File: src/rtl/rf_scan_controller_pkg.sv
// Shared CNN scan definitions: state encoding, default image/kernel geometry
// and the output-row / output-buffer address width derivation.
package rf_scan_controller_pkg;

    localparam int unsigned H_DEFAULT = 32;
    localparam int unsigned W_DEFAULT = 32;
    localparam int unsigned F_DEFAULT = 5;

    typedef enum logic [2:0] {
        ST_IDLE,
        ST_ISSUE,
        ST_WAIT,
        ST_WRITE,
        ST_DONE
    } scan_state_t;

    function automatic int unsigned out_rows(input int unsigned h, input int unsigned f);
        return h - f + 1;
    endfunction

    // Two half-row slots per output row.
    function automatic int unsigned addr_width(input int unsigned h, input int unsigned f);
        return $clog2(2 * (h - f + 1));
    endfunction

endpackage

File: src/rtl/rf_scan_controller_if.sv
// Scan controller bus: layer-control start/busy/done, selector row/half select,
// convolution-bank handshake and output-buffer write port.
interface rf_scan_controller_if #(
    parameter int unsigned ADDR_W = 6
);
    logic              start;
    logic              busy;
    logic              done;
    logic [5:0]        row_number;
    logic [5:0]        column;
    logic              rf_valid;
    logic              rf_ready;
    logic              conv_valid;
    logic              wr_en;
    logic [ADDR_W-1:0] wr_addr;

    modport master (
        input  start, rf_ready, conv_valid,
        output busy, done, row_number, column, rf_valid, wr_en, wr_addr
    );

    modport slave (
        output start, rf_ready, conv_valid,
        input  busy, done, row_number, column, rf_valid, wr_en, wr_addr
    );

endinterface

File: src/rtl/rf_scan_counter.sv
// Row / half-row step counter for the receptive-field scan.
module rf_scan_counter #(
    parameter int unsigned OUT_H = 28
) (
    input  logic       clk,
    input  logic       rst_n,
    input  logic       clear,
    input  logic       advance,
    output logic [5:0] row,
    output logic       col,
    output logic       last
);

    always_ff @(posedge clk or negedge rst_n) begin
        if (!rst_n) begin
            row <= '0;
            col <= 1'b0;
        end else if (clear) begin
            row <= '0;
            col <= 1'b0;
        end else if (advance) begin
            col <= ~col;
            if (col) begin
                row <= row + 6'd1;
            end
        end
    end

    assign last = (row == 6'(OUT_H - 1)) && col;

endmodule

File: src/rtl/rf_scan_controller.sv
// Sequencer walking every output row in two half-row passes: select, hand the
// field to the convolution bank, wait for its result, write the output buffer.
module rf_scan_controller
    import rf_scan_controller_pkg::*;
#(
    parameter int unsigned H = H_DEFAULT,
    parameter int unsigned W = W_DEFAULT,
    parameter int unsigned F = F_DEFAULT
) (
    input  logic                   clk,
    input  logic                   rst_n,
    rf_scan_controller_if.master   bus
);

    localparam int unsigned OUT_H  = out_rows(H, F);
    localparam int unsigned ADDR_W = addr_width(H, F);

    if ((F > H) || (F > W) || (OUT_H > 64) || (((W - F + 1) % 2) != 0)) begin : g_bad_cfg
        $error("rf_scan_controller: illegal H/W/F configuration");
    end

    scan_state_t state;
    logic [5:0]  row;
    logic        col;
    logic        last;
    logic        clear;
    logic        advance;

    assign clear   = (state == ST_IDLE) && bus.start;
    assign advance = (state == ST_WRITE) && !last;

    rf_scan_counter #(
        .OUT_H (OUT_H)
    ) u_counter (
        .clk     (clk),
        .rst_n   (rst_n),
        .clear   (clear),
        .advance (advance),
        .row     (row),
        .col     (col),
        .last    (last)
    );

    // Selector inputs come straight from the counter registers so the field
    // cannot move between the handshake and the convolution result.
    assign bus.row_number = row;
    assign bus.column     = {5'd0, col};
    assign bus.wr_addr    = ADDR_W'({row, col});

    always_ff @(posedge clk or negedge rst_n) begin
        if (!rst_n) begin
            state        <= ST_IDLE;
            bus.busy     <= 1'b0;
            bus.done     <= 1'b0;
            bus.rf_valid <= 1'b0;
            bus.wr_en    <= 1'b0;
        end else begin
            case (state)
                ST_IDLE: begin
                    if (bus.start) begin
                        state        <= ST_ISSUE;
                        bus.busy     <= 1'b1;
                        bus.rf_valid <= 1'b1;
                    end
                end
                ST_ISSUE: begin
                    if (bus.rf_ready) begin
                        state        <= ST_WAIT;
                        bus.rf_valid <= 1'b0;
                    end
                end
                ST_WAIT: begin
                    if (bus.conv_valid) begin
                        state     <= ST_WRITE;
                        bus.wr_en <= 1'b1;
                    end
                end
                ST_WRITE: begin
                    bus.wr_en <= 1'b0;
                    if (last) begin
                        state    <= ST_DONE;
                        bus.done <= 1'b1;
                    end else begin
                        state        <= ST_ISSUE;
                        bus.rf_valid <= 1'b1;
                    end
                end
                ST_DONE: begin
                    state    <= ST_IDLE;
                    bus.done <= 1'b0;
                    bus.busy <= 1'b0;
                end
                default: begin
                    state        <= ST_IDLE;
                    bus.busy     <= 1'b0;
                    bus.done     <= 1'b0;
                    bus.rf_valid <= 1'b0;
                    bus.wr_en    <= 1'b0;
                end
            endcase
        end
    end

endmodule

File: src/flat_wrapper.sv
// flat-port wrapper written by rule: the top's interface ports become plain ports
module rf_scan_controller_flat import rf_scan_controller_pkg::*;
#(
    parameter int unsigned H = H_DEFAULT,
    parameter int unsigned W = W_DEFAULT,
    parameter int unsigned F = F_DEFAULT
)
  (clk, rst_n, bus_start, bus_rf_ready, bus_conv_valid, bus_busy, bus_done, bus_row_number, bus_column, bus_rf_valid, bus_wr_en, bus_wr_addr);
  rf_scan_controller_if #(.ADDR_W(6)) bus_i ();
  input  logic clk;
  input  logic rst_n;
  input wire logic [$bits(bus_i.start)-1:0] bus_start;
  input wire logic [$bits(bus_i.rf_ready)-1:0] bus_rf_ready;
  input wire logic [$bits(bus_i.conv_valid)-1:0] bus_conv_valid;
  output wire logic [$bits(bus_i.busy)-1:0] bus_busy;
  output wire logic [$bits(bus_i.done)-1:0] bus_done;
  output wire logic [$bits(bus_i.row_number)-1:0] bus_row_number;
  output wire logic [$bits(bus_i.column)-1:0] bus_column;
  output wire logic [$bits(bus_i.rf_valid)-1:0] bus_rf_valid;
  output wire logic [$bits(bus_i.wr_en)-1:0] bus_wr_en;
  output wire logic [$bits(bus_i.wr_addr)-1:0] bus_wr_addr;
  assign bus_i.start = bus_start;
  assign bus_i.rf_ready = bus_rf_ready;
  assign bus_i.conv_valid = bus_conv_valid;
  assign bus_busy = bus_i.busy;
  assign bus_done = bus_i.done;
  assign bus_row_number = bus_i.row_number;
  assign bus_column = bus_i.column;
  assign bus_rf_valid = bus_i.rf_valid;
  assign bus_wr_en = bus_i.wr_en;
  assign bus_wr_addr = bus_i.wr_addr;
  rf_scan_controller #(.H(H), .W(W), .F(F)) u_core (.clk(clk), .rst_n(rst_n), .bus(bus_i));
endmodule
File: config.mk
export PLATFORM = sky130hd
export DESIGN_NAME = rf_scan_controller_flat
export DESIGN_NICKNAME = d
export VERILOG_FILES = /design/src/rtl/rf_scan_controller_pkg.sv /design/src/rtl/rf_scan_controller_if.sv /design/src/rtl/rf_scan_counter.sv /design/src/rtl/rf_scan_controller.sv /design/src/flat_wrapper.sv
export SDC_FILE = /design/constraint.sdc
export NUM_CORES = 1
export LEC_CHECK = 0
export ABC_AREA = 0
export BUFFER_PORTS_ARGS = -buffer_cell sky130_fd_sc_hd__buf_2
export CORE_UTILIZATION = 43
export CTS_CLUSTER_SIZE = 12
export DETAILED_ROUTE_END_ITERATION = 10
export GPL_TIMING_DRIVEN = 0
export PLACE_DENSITY_LB_ADDON = 0.08
export SETUP_SLACK_MARGIN = 0.1
export SYNTH_ARGS = -nofsm -noshare
export SYNTH_HDL_FRONTEND = slang
export SYNTH_SLANG_ARGS = --single-unit
File: constraint.sdc
create_clock -name clk -period 1.6 [get_ports clk]
set_clock_uncertainty 0.2 [all_clocks]
set_input_delay 0.08 -clock clk [delete_from_list [all_inputs] [get_ports clk]]
set_output_delay 0.08 -clock clk [all_outputs]
set_load 0.01 [all_outputs]
==> impl_metrics.toml <==
[route]
drt-total-wl_um = 1676
drtIter0Drc = 0
drc_errors = 0
num_vias = 719
dr.pass1.iters = 1
wire_per_inst_um = 11.10
avgViaCountPerCell = 4.762
ant_nets = 0

[sta]
hold_viol = 0
setup_viol = 0
fmax_ghz = 0.6639
fin_tns_setup_ns = 0
drv_slew = 0
whs_ns = 0.02396
final.min_clock_period_ns = 1.506
rsz0062_at_grt = "true"
fin_ws_ns = 0.09385
fin_crit_sh = 0.9413

[power_and_ir_drop]
p_sw_frac = 0.3720
ir_drop_uv = 785.9
power.share.sequential = 0.369
p_leak_nw = 0.5949
power_frac_comb = 0.492
internal_power_uw = 872.7
p_sw_uw = 517.0
pwr-share-clk = 0.139
powerDensity_mw_per_mm2 = 1206

[global_route]
grt_pass1_wl_um = 2497
grt-ovfl-total = 0
grt_max_degree = 15
antenna_found_initial = 0
gr-usage-all-layers = 0.1753
grt_pass1_vias = 591

[run_status]
status = "finished clean"

[clocking]
cts_sinks = 14
htreeDepth = 1
clockBufferDepth = 2
cts_inserted_buffers = 3
cts_tree = "done"
clkTransAtPathRegs_ns = 0.08
cts-root-buf = "clkbuf_4"
clk_latency_ns = 0.27

[cells_and_area]
layout.nets = 134
post-route-cell-area_mm2 = 0.001152
multi_input_area_um2 = 401.6
regArea_um2 = 356.6
synthToLayoutAreaGrowth_pct = 42.13
antennaDiodeCount = 0
fillCellCount = 166
final_cells = 151
layout-drive-gt1-share = 0.5000

[logic_synthesis]
ys_ff_latch = 14
synthDistinctLibCells = 31
syn-instance-count = 84
avgSynthCellArea_um2 = 9.652
synth_area_um2 = 810.8
seq_area_frac_synth = 0.4321
yosys_warnings = 0

[run]
cap_violations = 0

[worst_setup_path]
worstPathRequired_ns = 1.57
reg2reg_slack_ns = 0.09
crit_arrival_ns = 1.47
endpoint_kind = "flop"
critPathLaunchType = "flop"
crit_fanout = 5
crit_type = "flop to flop"

[placed_design]
post-place-ws_ns = 0.02385
portBuffers = 21
gp_congestion = 0.7711
place_inst = 134
placed_area_um2 = 984.7
dp_hpwl_um = 1150

[die]
die_area_mm2 = 0.002063
rows = 15
dieHeight_um = 45.42
start_util = 0.4645
pin_count = 27
die_x_um = 45.42
core_area_mm2 = 0.001745

[worst_hold_path]
min_path_type = "input port to asynchronous set/reset pin"
[per-stage QoR]
step | power [mW] | utilization
2_1_floorplan | 0.9195 | -
3_3_place_gp | 1.071 | 0.5642
3_5_place_dp | 1.085 | 0.5642
4_1_cts | 1.369 | 0.6366
5_1_grt | 1.498 | 0.6602
6_report | 1.390 | 0.6602
[worst max-delay path, cell delays in order, from the launching register on]
cell and delay [ns]:
dfrtp_1 0.47, nor4_4 0.41, nor4b_1 0.09, a211o_1 0.23
[cell usage after synthesis, drive strengths merged]
master	number	area share
conb	1	0.0046
o21ba	1	0.012
mux2i	1	0.012
buf	13	0.12
a211o	1	0.011
nor4b	1	0.011
inv	3	0.014
o41ai	1	0.034
nand3	5	0.031
and3	1	0.0077
xnor2	1	0.011
and4b	2	0.025
nand4	2	0.015
o21ai	9	0.056
nand2	4	0.022
o22ai	1	0.0077
dfrtp	14	0.43
nor2b	1	0.0077
a21oi	5	0.031
nand3b	2	0.019
nor4	1	0.026
nor2	6	0.028
o31ai	1	0.0093
nand2b	2	0.015
clkbuf	2	0.0093
xor2	1	0.011
a31oi	1	0.0077
ha	1	0.015
[logic make-up after synthesis]
logic type,share of synthesized area
AND/OR/NAND/NOR,0.2068
multiplexers,0.01235
other,0.004625
flip-flops,0.4321
adder cells (fa/ha/maj),0.01543
XOR/XNOR,0.02161
AO/OA/AOI/OAI,0.1682
buffers and inverters,0.1389
[placed cells by master (no fill, tap or decap), types with 2 or more instances in the layout]
master,count
nand3_2,3
nand2b_1,2
o21ai_1,3
conb_1,5
dlygate4sd3_1,4
nand3b_1,2
buf_4,21
a21oi_1,5
buf_2,22
inv_1,3
o21ai_0,5
nand4_1,2
and4b_1,2
clkbuf_2,2
nor2_1,6
dfrtp_1,9
dfrtp_2,5
clkbuf_4,3
nand2_1,2
nand3_1,2
[state kept, by name (all words and copies together), names as in the netlist]
signal / cells
u_core.bus.rf_valid: 1
u_core.u_counter.col: 1
u_core.bus.done: 1
u_core.u_counter.row: 6
u_core.state: 3
u_core.bus.busy: 1
u_core.bus.wr_en: 1
[power groups by stage]
stage                     Combinational (mW)  Sequential (mW)  Clock, mW
final                                  0.684            0.513      0.193
after global routing                   0.758            0.522      0.218
after CTS                              0.656            0.510      0.203
after detailed placement               0.552            0.533          0
after global placement                 0.541            0.530          0
after floorplan                        0.379            0.541          0
[area by class of cell]
type | instances | share of cell area
clock buffers | 3 | 0.01954
multi-input cells | 56 | 0.3485
flip-flops and latches | 14 | 0.3094
well taps | 25 | 0.02714
repair buffers | 35 | 0.1944
inverters | 3 | 0.009772
plain buffers | 15 | 0.09121
[repair_timing]
action	CTS	global route
buffers inserted	6	4
endpoints found under the hold margin	19	0
pin swaps	5	3
hold buffers	4	0
setup endpoints to repair	6	10
gates resized for setup	6	7
[per-layer routing]
metal,wire [µm],vias to the layer above,GRT usage
li1,-,365,-
met5,0,-,0
met4,10,0,0.05455
met3,71,2,0.05952
met2,825,17,0.2943
met1,768,335,0.2096
[worst paths after layout]
kind | depth (start not counted) | endpoint | start
setup / recovery | 3 | u_core.bus.rf_valid$_DFFE_PN0P_ | u_core.u_counter.row[5]$_DFFE_PN0P_
hold / removal | 2 | u_core.state[0]$_DFFE_PN0P_ | rst_n
setup reg to reg | 3 | u_core.bus.rf_valid$_DFFE_PN0P_ | u_core.u_counter.row[5]$_DFFE_PN0P_
hold reg to reg | 2 | u_core.bus.done$_DFFE_PN0P_ | u_core.bus.done$_DFFE_PN0P_
max in group asynchronous | 2 | u_core.u_counter.row[2]$_DFFE_PN0P_ | rst_n
min in group clk | 2 | u_core.bus.done$_DFFE_PN0P_ | u_core.bus.done$_DFFE_PN0P_
Note: power is estimated with default switching activity, not from simulation.
